===== config.mk =====
export PLATFORM = sky130hd
export DESIGN_NAME = nibble_serial_adder_ctrl
export DESIGN_NICKNAME = d
export VERILOG_FILES = /design/src/rtl/nibble_serial_adder_ctrl.sv
export SDC_FILE = /design/constraint.sdc
export NUM_CORES = 1
export LEC_CHECK = 0
export BUFFER_PORTS_ARGS = -buffer_cell sky130_fd_sc_hd__buf_2
export CORE_MARGIN = 10
export CORE_UTILIZATION = 50
export CTS_CLUSTER_SIZE = 20
export DETAILED_ROUTE_END_ITERATION = 12
export GPL_ROUTABILITY_DRIVEN = 0
export PLACE_DENSITY = 0.74
export SLEW_MARGIN = 20
export SYNTH_ARGS = -nofsm -noshare
export SYNTH_HDL_FRONTEND = slang
export SYNTH_SLANG_ARGS = --single-unit

===== constraint.sdc =====
create_clock -name clk -period 3.2 [get_ports clk]
set_input_delay 0.48 -clock clk [delete_from_list [all_inputs] [get_ports clk]]
set_output_delay 0.48 -clock clk [all_outputs]
set_load 0.02 [all_outputs]

===== src/rtl/nibble_serial_adder_ctrl.sv =====
// Serial WIDTH-bit adder: one 4-bit ripple adder stepped LSB nibble first, carry kept in a register.
// Optional ADDSUB_EN build adds a subtract mode (B inverted, initial carry forced to 1).

module bit_adder (
   input  logic [3:0] i_a,
   input  logic [3:0] i_b,
   input  logic       i_cin,
   output logic [3:0] o_s,
   output logic       o_cout
);
   logic w_c1, w_c2, w_c3;

   assign o_s[0]  = i_a[0] ^ i_b[0] ^ i_cin;
   assign w_c1    = (i_a[0] & i_b[0]) | (i_cin & (i_a[0] ^ i_b[0]));
   assign o_s[1]  = i_a[1] ^ i_b[1] ^ w_c1;
   assign w_c2    = (i_a[1] & i_b[1]) | (w_c1 & (i_a[1] ^ i_b[1]));
   assign o_s[2]  = i_a[2] ^ i_b[2] ^ w_c2;
   assign w_c3    = (i_a[2] & i_b[2]) | (w_c2 & (i_a[2] ^ i_b[2]));
   assign o_s[3]  = i_a[3] ^ i_b[3] ^ w_c3;
   assign o_cout  = (i_a[3] & i_b[3]) | (w_c3 & (i_a[3] ^ i_b[3]));
endmodule

// state | meaning
// IDLE  | in_ready high, waiting for operands
// RUN   | one nibble added per edge, index r_k walks 0..N-1
// DONE  | result presented, held until the consumer takes it
module nibble_serial_adder_ctrl #(
   parameter int WIDTH = 16
) (
   input  logic             clk,
   input  logic             rst_n,
   input  logic             in_valid,
   output logic             in_ready,
   input  logic [WIDTH-1:0] a,
   input  logic [WIDTH-1:0] b,
   input  logic             cin,
   input  logic             sub,
   output logic             out_valid,
   input  logic             out_ready,
   output logic [WIDTH-1:0] sum,
   output logic             cout,
   output logic             busy
);
   localparam int N  = WIDTH / 4;
   localparam int KW = (N > 1) ? $clog2(N) : 1;
   localparam logic [KW-1:0] K_LAST = KW'(N - 1);

   typedef enum logic [1:0] {S_IDLE, S_RUN, S_DONE} state_t;

   state_t           r_state;
   logic [WIDTH-1:0] r_a;
   logic [WIDTH-1:0] r_b;
   logic [WIDTH-1:0] r_sum;
   logic [KW-1:0]    r_k;
   logic             r_carry;
   logic             r_cout;
   logic             r_in_ready;
   logic             r_out_valid;
   logic             r_busy;

   logic [WIDTH-1:0] w_a_sh;
   logic [WIDTH-1:0] w_b_sh;
   logic [3:0]       w_b_nib;
   logic [3:0]       w_s;
   logic             w_c;
   logic             w_init_carry;

   // Shifting by 4*k selects the active nibble without a wide multiply on the index.
   assign w_a_sh = r_a >> {r_k, 2'b00};
   assign w_b_sh = r_b >> {r_k, 2'b00};

`ifdef ADDSUB_EN
   logic r_sub;
   assign w_b_nib      = r_sub ? ~w_b_sh[3:0] : w_b_sh[3:0];
   assign w_init_carry = sub ? 1'b1 : cin;
`else
   logic w_unused_sub;
   assign w_unused_sub = sub;
   assign w_b_nib      = w_b_sh[3:0];
   assign w_init_carry = cin;
`endif

   bit_adder u_bit_adder (
      .i_a    (w_a_sh[3:0]),
      .i_b    (w_b_nib),
      .i_cin  (r_carry),
      .o_s    (w_s),
      .o_cout (w_c)
   );

   always_ff @(posedge clk or negedge rst_n) begin
      if (!rst_n) begin
         r_state     <= S_IDLE;
         r_a         <= '0;
         r_b         <= '0;
         r_sum       <= '0;
         r_k         <= '0;
         r_carry     <= 1'b0;
         r_cout      <= 1'b0;
         r_in_ready  <= 1'b1;
         r_out_valid <= 1'b0;
         r_busy      <= 1'b0;
`ifdef ADDSUB_EN
         r_sub       <= 1'b0;
`endif
      end else begin
         case (r_state)
            S_IDLE: begin
               if (in_valid) begin
                  r_a        <= a;
                  r_b        <= b;
                  r_carry    <= w_init_carry;
`ifdef ADDSUB_EN
                  r_sub      <= sub;
`endif
                  r_sum      <= '0;
                  r_k        <= '0;
                  r_in_ready <= 1'b0;
                  r_busy     <= 1'b1;
                  r_state    <= S_RUN;
               end
            end
            S_RUN: begin
               for (int i = 0; i < N; i++) begin
                  if (r_k == KW'(i)) r_sum[4*i +: 4] <= w_s;
               end
               r_carry <= w_c;
               if (r_k == K_LAST) begin
                  r_cout      <= w_c;
                  r_k         <= '0;
                  r_out_valid <= 1'b1;
                  r_state     <= S_DONE;
               end else begin
                  r_k <= r_k + KW'(1);
               end
            end
            S_DONE: begin
               if (out_ready) begin
                  r_out_valid <= 1'b0;
                  r_in_ready  <= 1'b1;
                  r_busy      <= 1'b0;
                  r_state     <= S_IDLE;
               end
            end
            default: begin
               r_state <= S_IDLE;
            end
         endcase
      end
   end

   assign in_ready  = r_in_ready;
   assign out_valid = r_out_valid;
   assign busy      = r_busy;
   assign sum       = r_sum;
   assign cout      = r_cout;
endmodule


==> flow_metrics.env, run 1 <==
export IMPL_grt_max_degree=33
export IMPL_path_cells="mux4_2 > inv_1 > fa_1 > fa_1 > inv_1 > fa_1 > inv_1 > fa_1 > o22ai_1 > a22o_1"
export IMPL_sequentialPowerShare_pct=34.7
export IMPL_grt_use_total_pct=14.52
export IMPL_synth_compound_area_share_pct=11.17
export IMPL_synth_area_leaders="dfrtp_1 51%, mux2_2 9.8%, mux4_2 6.6%"
export IMPL_vias_per_cell=5.261
export IMPL_required_ns=3.42
export IMPL_yosys_cell_types_count=29
export IMPL_syn_area_per_cell_um2=13.13
export IMPL_drt_initial_drc_count=62
export IMPL_arrival_ns=3.11
export IMPL_grt_pass1_wl_um=9949
export IMPL_tns_ns=0
export IMPL_post_cts_setup_buffers=0
export IMPL_ctsResizeCount=0
export IMPL_powerDensity_nw_per_um2=1160
export IMPL_coreArea_um2=5205
export IMPL_setup_ws_ns=0.3118
export IMPL_vias=1815
export IMPL_clock_sinks=57
export IMPL_cp_top_family="adder cells"
export IMPL_swShare_pct=39.11
export IMPL_area_growth_pct=17.92
export IMPL_cp_common_cell="fa_1"
export IMPL_pwr_share_comb_pct=48.7
export IMPL_fin_skew_ns=0.01119
export IMPL_grt_overflow=0
export IMPL_end_kind="register"
export IMPL_syn_inst=209
export IMPL_dieWidth_um=94.08
export IMPL_fin_crit_ns=2.888
export IMPL_p_int_mw=2.286
export IMPL_report_power_total_mw=3.754
export IMPL_finalHoldViolCount=0
export IMPL_synthAdderAreaFrac_pct=4.742
export IMPL_htree_levels=3
export IMPL_ios=58
export IMPL_fin_worst_hold_slack_ns=0.1427
export IMPL_cts_tree="yes"
export IMPL_power_switching_mw=1.468
export IMPL_synthMuxAreaShare_pct=19.70
export IMPL_diodes=0
export IMPL_syn_area_um2=2744
export IMPL_yosysTopAreaCell="dfrtp_1"
export IMPL_wl_per_cell_um=16.91
export IMPL_place_hpwl_um=4270
export IMPL_yosysSeqAreaShare_pct=52.03
export IMPL_first_pass_iters=4
export IMPL_antenna_found_initial=0
export IMPL_postCtsHoldBufs=0
export IMPL_pwr_share_clk_pct=16.6
export IMPL_clockBufferDepth=2
export IMPL_rows=26
export IMPL_route_detailed_drc=0
export IMPL_cts_buffers=9
export IMPL_hp_class="input pin to async pin"
export IMPL_ys_warn_count=0
export IMPL_cp_slowest_cell="fa_1"
export IMPL_slew_viol_final=0
export IMPL_fin_area_um2=3236
export IMPL_synth_xor_area_share_pct=0
export IMPL_die_height_um=94.08
export IMPL_clkTransAtPathRegs_ns=0.07
export IMPL_r2r_start="r_k[0]$_DFFE_PN0P_"
export IMPL_slew_headroom_pct=36.91
export IMPL_rrSetupSlack_ns=0.31
export IMPL_total_leakage_power_nw=1.532
export IMPL_drtAntennaViolNets=0
export IMPL_peakVddDrop_v=0.0005931
export IMPL_outcome="completed"
export IMPL_grt_pass1_vias=2063
export IMPL_fmax_ghz=0.3462
export IMPL_clk_latency_ns=0.34
export IMPL_portBuffers=56
export IMPL_yosys_area_share_simple_pct=5.244
export IMPL_start_util_pct=52.72
export IMPL_critPathKind="register to register"
export IMPL_setup_viol=0
export IMPL_post_dp_cell_area_um2=3055
export IMPL_r2r_cells=10
export IMPL_worst_pin_slew_ns=0.9463
export IMPL_synthesis_nets=255
export IMPL_wl_um=5833
export IMPL_place_ws_ns=0.3063
export IMPL_synth_top_cell_area_share_pct=51.07
export IMPL_period_share_pct=90.26
export IMPL_max_stage_delay_ns=0.60
export IMPL_cts_root_buf="clkbuf_8"
export IMPL_ys_ff_latch=57
export IMPL_path_max_fanout=4
export IMPL_finalNetCount=317
export IMPL_synth_top_family_by_area="multiplexers"
export IMPL_post_route_cells_drive_above_1_share_pct=40.73
export IMPL_worst_path_buf_inv=3
export IMPL_startpoint_type="register"
export IMPL_rsz0062_at_grt="no"
export IMPL_maxCapViolCount=0
export IMPL_die_area_um2=8851
export IMPL_r2r_end="sum[15]$_DFFE_PN0P_"
synth_stat cells:
library cell and instances:
mux4_2 8, o211ai_1 3, dfstp_2 1, buf_2 3, a221oi_1 1, nand2_1 8
dfrtp_1 56, inv_1 27, nand3b_1 4, nand2b_2 1, o21bai_2 1, o31ai_1 1
o221ai_1 1, a21oi_1 6, nand2b_1 6, buf_6 2, nor2_8 1, clkbuf_1 1
o21ai_0 4, mux2_2 24, mux2_1 8, nor2_1 3, ha_1 4, buf_4 1
or3_1 1, buf_8 3, o22ai_1 12, fa_1 4, a22o_1 14
area by class of cell:
class	count	area, um2
flip-flops and latches	57	1428
clock inverters	3	15.01
fillers	415	1969
inverters	27	101.3
well taps	70	87.58
clock buffers	12	165.2
repair buffers	61	317.8
multi-input cells	115	1121
cell usage in the layout, fill, tap and decap left out, types with 3 or more instances in the layout:
cell type	netlist	final
a21oi_1	6	6
a22o_1	14	14
buf_2	3	56
buf_4	1	5
clkbuf_8	0	12
clkinv_2	0	3
dfrtp_1	56	56
fa_1	4	4
ha_1	4	4
inv_1	27	27
mux2_1	8	8
mux2_2	24	24
mux4_2	8	8
nand2_1	8	8
nand2b_1	6	6
nand3b_1	4	4
nor2_1	3	3
o211ai_1	3	3
o21ai_0	4	4
o22ai_1	12	12
power groups by stage:
| stage | logic, mW | registers (mW) | clock network [mW] |
|---|---|---|---|
| after floorplan | 1.41 | 1.27 | 0 |
| after global placement | 1.79 | 1.29 | 0 |
| after detailed placement | 1.85 | 1.32 | 0 |
| after CTS | 1.86 | 1.30 | 0.635 |
| after global routing | 2.04 | 1.35 | 0.670 |
| final | 1.83 | 1.30 | 0.622 |
routing by layer:
metal	routed length (um)	track usage [%]
met1	2545	17.16
met2	2774	22.52
met3	441	6.395
met4	72	6.076
met5	0	0
worst max path at each step:
stage,from,end,slack (ns),depth (start not counted)
global route,r_k[0]$_DFFE_PN0P_,sum[15]$_DFFE_PN0P_,0.14,10
finish,r_k[0]$_DFFE_PN0P_,sum[15]$_DFFE_PN0P_,0.31,10
CTS,r_k[0]$_DFFE_PN0P_,sum[15]$_DFFE_PN0P_,0.30,10
global placement,r_k[0]$_DFFE_PN0P_,sum[15]$_DFFE_PN0P_,0.39,10
floorplan,r_k[0]$_DFFE_PN0P_,sum[15]$_DFFE_PN0P_,0.35,11
detailed placement,r_k[0]$_DFFE_PN0P_,sum[15]$_DFFE_PN0P_,0.31,10
per-stage QoR:
| step | utilization, % | std cells |
|---|---|---|
| 2_1_floorplan | - | 209 |
| 3_3_place_gp | 58.70 | 330 |
| 3_5_place_dp | 58.70 | 330 |
| 4_1_cts | 62.16 | 345 |
| 5_1_grt | 62.16 | 345 |
| 6_report | 62.16 | 345 |
cells by family (layout without fill, tap and decap cells):
family          count (synthesis)  after routing
flops                          57             57
compound gates                 43             43
mux                            40             40
buf+inv                        37            103
simple gates                   24             24
fa+ha+maj                       8              8
worst register-to-register path, cell delays in order (launching register included):
cell and delay [ns]:
dfrtp_1 0.44, mux4_2 0.35, inv_1 0.05, fa_1 0.40
fa_1 0.36, inv_1 0.07, fa_1 0.16, inv_1 0.05
fa_1 0.60, o22ai_1 0.10, a22o_1 0.19
registers in the layout, summed over array words and instances, names as in the netlist, 2 cells and up:
name	count
sum	16
r_a	16
r_state	2
r_k	2
r_b	16
Note: power is estimated with default switching activity, not from simulation.
==> inputs of run 2 (changes only) <==
--- a/config.mk
+++ b/config.mk
@@ -9,3 +9,3 @@
 export CORE_MARGIN = 10
-export CORE_UTILIZATION = 50
+export CORE_UTILIZATION = 29
 export CTS_CLUSTER_SIZE = 20
@@ -13,3 +13,2 @@
 export GPL_ROUTABILITY_DRIVEN = 0
-export PLACE_DENSITY = 0.74
 export SLEW_MARGIN = 20
--- a/constraint.sdc
+++ b/constraint.sdc
@@ -3,2 +3,2 @@
 set_output_delay 0.48 -clock clk [all_outputs]
-set_load 0.02 [all_outputs]
+set_load 0.01 [all_outputs]
==> run 2 against run 1 <==
Via count shrank 0.88%; critical endpoint is now sum[11]$_DFFE_PN0P_; maximum frequency shrank 1.0%; setup slack lost 0.030 ns; critical path type unchanged; highest routed layer unchanged; largest cell class unchanged; utilization shrank 26 points.
==> flow_metrics.env, run 2 (same netlist as run 1, synthesis figures left out) <==
export IMPL_fin_skew_ns=0.004057
export IMPL_clk_latency_ns=0.33
export IMPL_portBuffers=56
export IMPL_finalNetCount=315
export IMPL_cts_buffers=9
export IMPL_mostFrequentLayoutCells="56 x dfrtp_1, 56 x buf_2, 27 x inv_1"
export IMPL_clockBufferDepth=2
export IMPL_startpoint_type="register"
export IMPL_path_max_fanout=6
export IMPL_worst_pin_slew_ns=0.9129
export IMPL_grt_pass1_wl_um=9901
export IMPL_fillers=945
export IMPL_wl_per_cell_um=15.15
export IMPL_clock_sinks=57
export IMPL_grt_pass1_vias=1950
export IMPL_powerDensity_nw_per_um2=1132
export IMPL_dp_cells=387
export IMPL_ios=58
export IMPL_rows=35
export IMPL_postCtsHoldBufs=0
export IMPL_post_dp_cell_area_um2=3114
export IMPL_fmax_ghz=0.3426
export IMPL_finalHoldViolCount=0
export IMPL_die_area_um2=13750
export IMPL_hp_class="input pin to async pin"
export IMPL_first_pass_iters=4
export IMPL_arrival_ns=3.14
export IMPL_tns_ns=0
export IMPL_grt_use_total_pct=9.341
export IMPL_end_kind="register"
export IMPL_slew_viol_final=0
export IMPL_peakVddDrop_v=0.0005925
export IMPL_area_growth_pct=21.07
export IMPL_cts_root_buf="clkbuf_8"
export IMPL_cts_tree="yes"
export IMPL_coreArea_um2=9240
export IMPL_outcome="completed"
export IMPL_rsz0062_at_grt="no"
export IMPL_vias_per_cell=4.464
export IMPL_drt_initial_drc_count=33
export IMPL_wl_um=6107
export IMPL_ctsResizeCount=0
export IMPL_period_share_pct=91.20
export IMPL_place_hpwl_um=4517
export IMPL_dieWidth_um=117.3
export IMPL_grt_max_degree=42
export IMPL_required_ns=3.42
export IMPL_diodes=0
export IMPL_fin_area_um2=3322
export IMPL_final_cells=403
export IMPL_slew_headroom_pct=39.14
export IMPL_die_height_um=117.3
export IMPL_critPathKind="register to register"
export IMPL_post_cts_setup_buffers=0
export IMPL_drtAntennaViolNets=0
export IMPL_clkTransAtPathRegs_ns=0.06
export IMPL_total_leakage_power_nw=1.530
export IMPL_fin_crit_ns=2.918
export IMPL_route_detailed_drc=0
export IMPL_grt_overflow=0
export IMPL_post_route_cells_drive_above_1_share_pct=39.78
export IMPL_htree_levels=3
export IMPL_maxCapViolCount=0
export IMPL_antenna_found_initial=0
export IMPL_start_util_pct=29.70
export IMPL_fin_worst_hold_slack_ns=0.05390
export IMPL_setup_viol=0
export IMPL_vias=1799
[run 2: worst paths after layout]
check	cells past startpoint	endpoint	slack [ns]	start
setup / recovery	10	sum[11]$_DFFE_PN0P_	0.28	r_k[0]$_DFFE_PN0P_
hold / removal	1	r_b[9]$_DFFE_PN0P_	0.05	rst_n
setup reg to reg	10	sum[11]$_DFFE_PN0P_	0.28	r_k[0]$_DFFE_PN0P_
hold reg to reg	1	r_a[15]$_DFFE_PN0P_	0.48	r_a[15]$_DFFE_PN0P_
max in group asynchronous	2	in_ready$_DFFE_PN1P_	2.27	rst_n
min in group clk	2	r_b[9]$_DFFE_PN0P_	0.36	b[9]
[run 2: worst max-delay path, stage by stage (launching register included)]
cell and delay (ns):
dfrtp_1 0.47, mux4_2 0.37, inv_1 0.05, fa_1 0.39
fa_1 0.36, inv_1 0.07, fa_1 0.16, inv_1 0.05
fa_1 0.60, o22ai_1 0.10, a22o_1 0.19
[run 2: final cells by class]
type	instances	area (um2)	area share, %
sequential	57	1428	42.98
clock inverter	2	35.03	1.055
clock buffer	14	172.7	5.198
timing repair buffer	59	302.8	9.115
tap	129	161.4	4.859
multi-input combinational	115	1121	33.75
inverter	27	101.3	3.051
[run 2: layer usage]
layer | up-vias | global-route usage [%] | part of all wire [%]
li1 | 862 | - | -
met1 | 877 | 11.55 | 46
met2 | 50 | 13.98 | 45
met3 | 10 | 3.976 | 7.6
met4 | 0 | 3.871 | 1.4
met5 | - | 0 | 0
[run 2: power by group]
part	switching, mW	leakage (nW)	internal (mW)
Clock	0.277	0.107	0.423
Sequential	0.246	0.694	1.05
Combinational	0.874	0.729	0.894
[run 2: per-stage QoR]
step           power [mW]  util, %  setup slack [ns]
2_1_floorplan       2.629        -            0.3471
3_3_place_gp        3.065    33.70            0.2803
3_5_place_dp        3.116    33.70            0.2632
4_1_cts             3.825    35.95            0.2524
5_1_grt             4.077    35.95           0.08626
6_report            3.759    35.95            0.2816
==> inputs of run 3 (changes only) <==
ABC_AREA = 1   (was default)
CORE_UTILIZATION = 48   (was 29)
PLACE_DENSITY = 0.72   (was default)
==> run 3 against run 2 <==
Register-to-register slack about the same; setup slack improved by 0.0013 ns; clock power decreased by 18%; flip-flop and latch count unchanged; global-route usage increased by 5.5 points; sequential share of layout area increased by 1.6 points; routed wire length increased by 2.2%; non-clock buffer count increased by 6; critical path depth increased by 3; maximum frequency about the same; critical path type unchanged; largest power group unchanged.
==> flow_metrics.env, run 3 <==
export IMPL_fillers=528
export IMPL_wl_per_cell_um=13.30
export IMPL_fin_crit_ns=2.917
export IMPL_syn_area_per_cell_um2=8.056
export IMPL_post_cts_setup_buffers=0
export IMPL_multi_input_area_um2=1115
export IMPL_post_route_cells_drive_above_1_share_pct=20.15
export IMPL_fin_worst_hold_slack_ns=0.2121
export IMPL_slew_viol_final=0
export IMPL_die_height_um=94.99
export IMPL_worst_path_buf_inv=3
export IMPL_portBuffers=56
export IMPL_htree_levels=3
export IMPL_clock_sinks=57
export IMPL_yosys_cell_types_count=21
export IMPL_area_growth_pct=18.68
export IMPL_ys_warn_count=0
export IMPL_finalNetCount=440
export IMPL_max_stage_delay_ns=0.44
export IMPL_regArea_um2=1428
export IMPL_synthesis_nets=381
export IMPL_vias=2329
export IMPL_yosysTopAreaCell="dfrtp_1"
export IMPL_clkTransAtPathRegs_ns=0.06
export IMPL_grt_max_degree=35
export IMPL_grt_pass1_wl_um=10470
export IMPL_layout_commonest_cell="nand2_1"
export IMPL_cts_buffers=9
export IMPL_yosysSeqAreaShare_pct=52.90
export IMPL_synth_area_leaders="dfrtp_1 52%, nand2_1 21%, nand3_1 9.1%"
export IMPL_finalHoldViolCount=0
export IMPL_syn_area_um2=2699
export IMPL_synthMostInstantiatedCell="nand2_1"
export IMPL_antenna_found_initial=0
export IMPL_hp_class="input pin to async pin"
export IMPL_maxCapViolCount=0
export IMPL_syn_inst=335
export IMPL_arrival_ns=3.19
export IMPL_period_share_pct=91.16
export IMPL_outcome="completed"
export IMPL_wl_um=6240
export IMPL_setup_viol=0
export IMPL_fin_area_um2=3203
export IMPL_cts_root_buf="clkbuf_8"
export IMPL_final_cells=469
export IMPL_synth_top_cell_area_share_pct=51.92
export IMPL_path_max_fanout=9
export IMPL_total_leakage_power_nw=1.801
export IMPL_critPathKind="register to register"
export IMPL_rows=27
export IMPL_cp_top_family="adder cells"
export IMPL_required_ns=3.47
export IMPL_peakVddDrop_v=0.0003943
export IMPL_vias_per_cell=4.966
export IMPL_diodes=0
export IMPL_drt_initial_drc_count=126
export IMPL_startpoint_type="register"
export IMPL_coreArea_um2=5473
export IMPL_route_detailed_drc=0
export IMPL_post_dp_cell_area_um2=3040
export IMPL_slew_headroom_pct=49.94
export IMPL_setup_ws_ns=0.2828
export IMPL_ys_ff_latch=57
export IMPL_clk_latency_ns=0.34
export IMPL_grt_overflow=0
export IMPL_dp_cells=455
export IMPL_ys_flop_type="dfrtp_1"
export IMPL_first_pass_iters=4
export IMPL_drtAntennaViolNets=0
export IMPL_postCtsHoldBufs=0
export IMPL_end_kind="register"
export IMPL_ios=58
export IMPL_powerDensity_nw_per_um2=1101
export IMPL_cp_slowest_cell="fa_1"
export IMPL_mostFrequentLayoutCells="152 x nand2_1, 56 x dfrtp_1, 56 x buf_2"
export IMPL_synthTopCellsByCount="152 x nand2_1, 56 x dfrtp_1, 49 x nand3_1, 15 x inv_1, 13 x nor2_1"
export IMPL_worst_pin_slew_ns=0.7509
export IMPL_cts_tree="yes"
export IMPL_place_hpwl_um=4575
export IMPL_synthArstFlopShare_pct=100.0
export IMPL_path_cells="inv_1 > nand2_1 > nand3_1 > nand2_1 > fa_1 > fa_1 > inv_1 > fa_1 > inv_1 > fa_1 > nor2_1 > nand2_1 > nand2_1"
export IMPL_rsz0062_at_grt="no"
export IMPL_grt_pass1_vias=2266
export IMPL_tns_ns=0
export IMPL_ctsResizeCount=0
export IMPL_grt_use_total_pct=14.88
export IMPL_dieWidth_um=94.99
export IMPL_place_ws_ns=0.2889
export IMPL_clockBufferDepth=2
export IMPL_fmax_ghz=0.3428
export IMPL_die_area_um2=9022
export IMPL_start_util_pct=49.31
export IMPL_synth_edf_count=0
export IMPL_fin_skew_ns=0.006449
-- run 3: cell types whose count changed after synthesis, sizes merged, moves of 10 or more --
cell and delta:
nand3 +49, mux2 -32, a22o -14, nand2 +146, nor2 +10, o22ai -12
inv -12
-- run 3: worst register-to-register path, cell delays in order, from the launching register on --
cell,delay (ns)
dfrtp_1,0.38
inv_1,0.25
nand2_1,0.10
nand3_1,0.08
nand2_1,0.08
fa_1,0.40
fa_1,0.36
inv_1,0.07
fa_1,0.16
inv_1,0.05
fa_1,0.44
nor2_1,0.32
nand2_1,0.09
nand2_1,0.07
-- run 3: worst paths after layout --
path	startpoint	endpoint	slack [ns]	cells after the start
min	rst_n	r_a[8]$_DFFE_PN0P_	0.21	1
max reg2reg	r_k[0]$_DFFE_PN0P_	sum[11]$_DFFE_PN0P_	0.28	13
max in group asynchronous	rst_n	r_carry$_DFFE_PN0P_	2.19	2
min in group clk	out_ready	r_state[1]$_DFFE_PN0P_	0.36	2
min reg2reg	sum[9]$_DFFE_PN0P_	sum[9]$_DFFE_PN0P_	0.46	2
max	r_k[0]$_DFFE_PN0P_	sum[11]$_DFFE_PN0P_	0.28	13
-- run 3: layer usage --
metal | vias up | track usage, % | part of all wire, %
li1 | 1168 | - | -
met2 | 62 | 24.03 | 47
met3 | 11 | 4.520 | 6.6
met1 | 1088 | 17.92 | 45
met4 | 0 | 6.733 | 1.4
met5 | - | 0 | 0
-- run 3: final cells by class --
cell class | instances | share of cell area [%]
sequential | 57 | 44.57
clock buffer | 14 | 5.078
timing repair buffer | 65 | 10.86
tap | 72 | 2.813
multi-input combinational | 245 | 34.80
inverter | 16 | 1.875
-- run 3: cells by family after synthesis --
logic type / count (synthesis) / synth area share [%]
adders and majority gates: 8 / 4.822
buffers and inverters: 33 / 5.795
DFF: 57 / 52.90
AOI/OAI and AO/OA: 19 / 3.523
and+or+nand+nor: 218 / 32.96
-- run 3: stage by stage --
stage / power, mW / utilization, %
global placement: 2.916 / 55.56
finish: 3.528 / 58.53
global route: 3.906 / 58.53
floorplan: 2.475 / -
CTS: 3.583 / 58.53
detailed placement: 2.998 / 55.56
-- run 3: power breakdown --
| part | switching (mW) | internal [mW] |
|---|---|---|
| Clock | 0.257 | 0.315 |
| Combinational | 1.11 | 0.610 |
| Sequential | 0.177 | 1.06 |
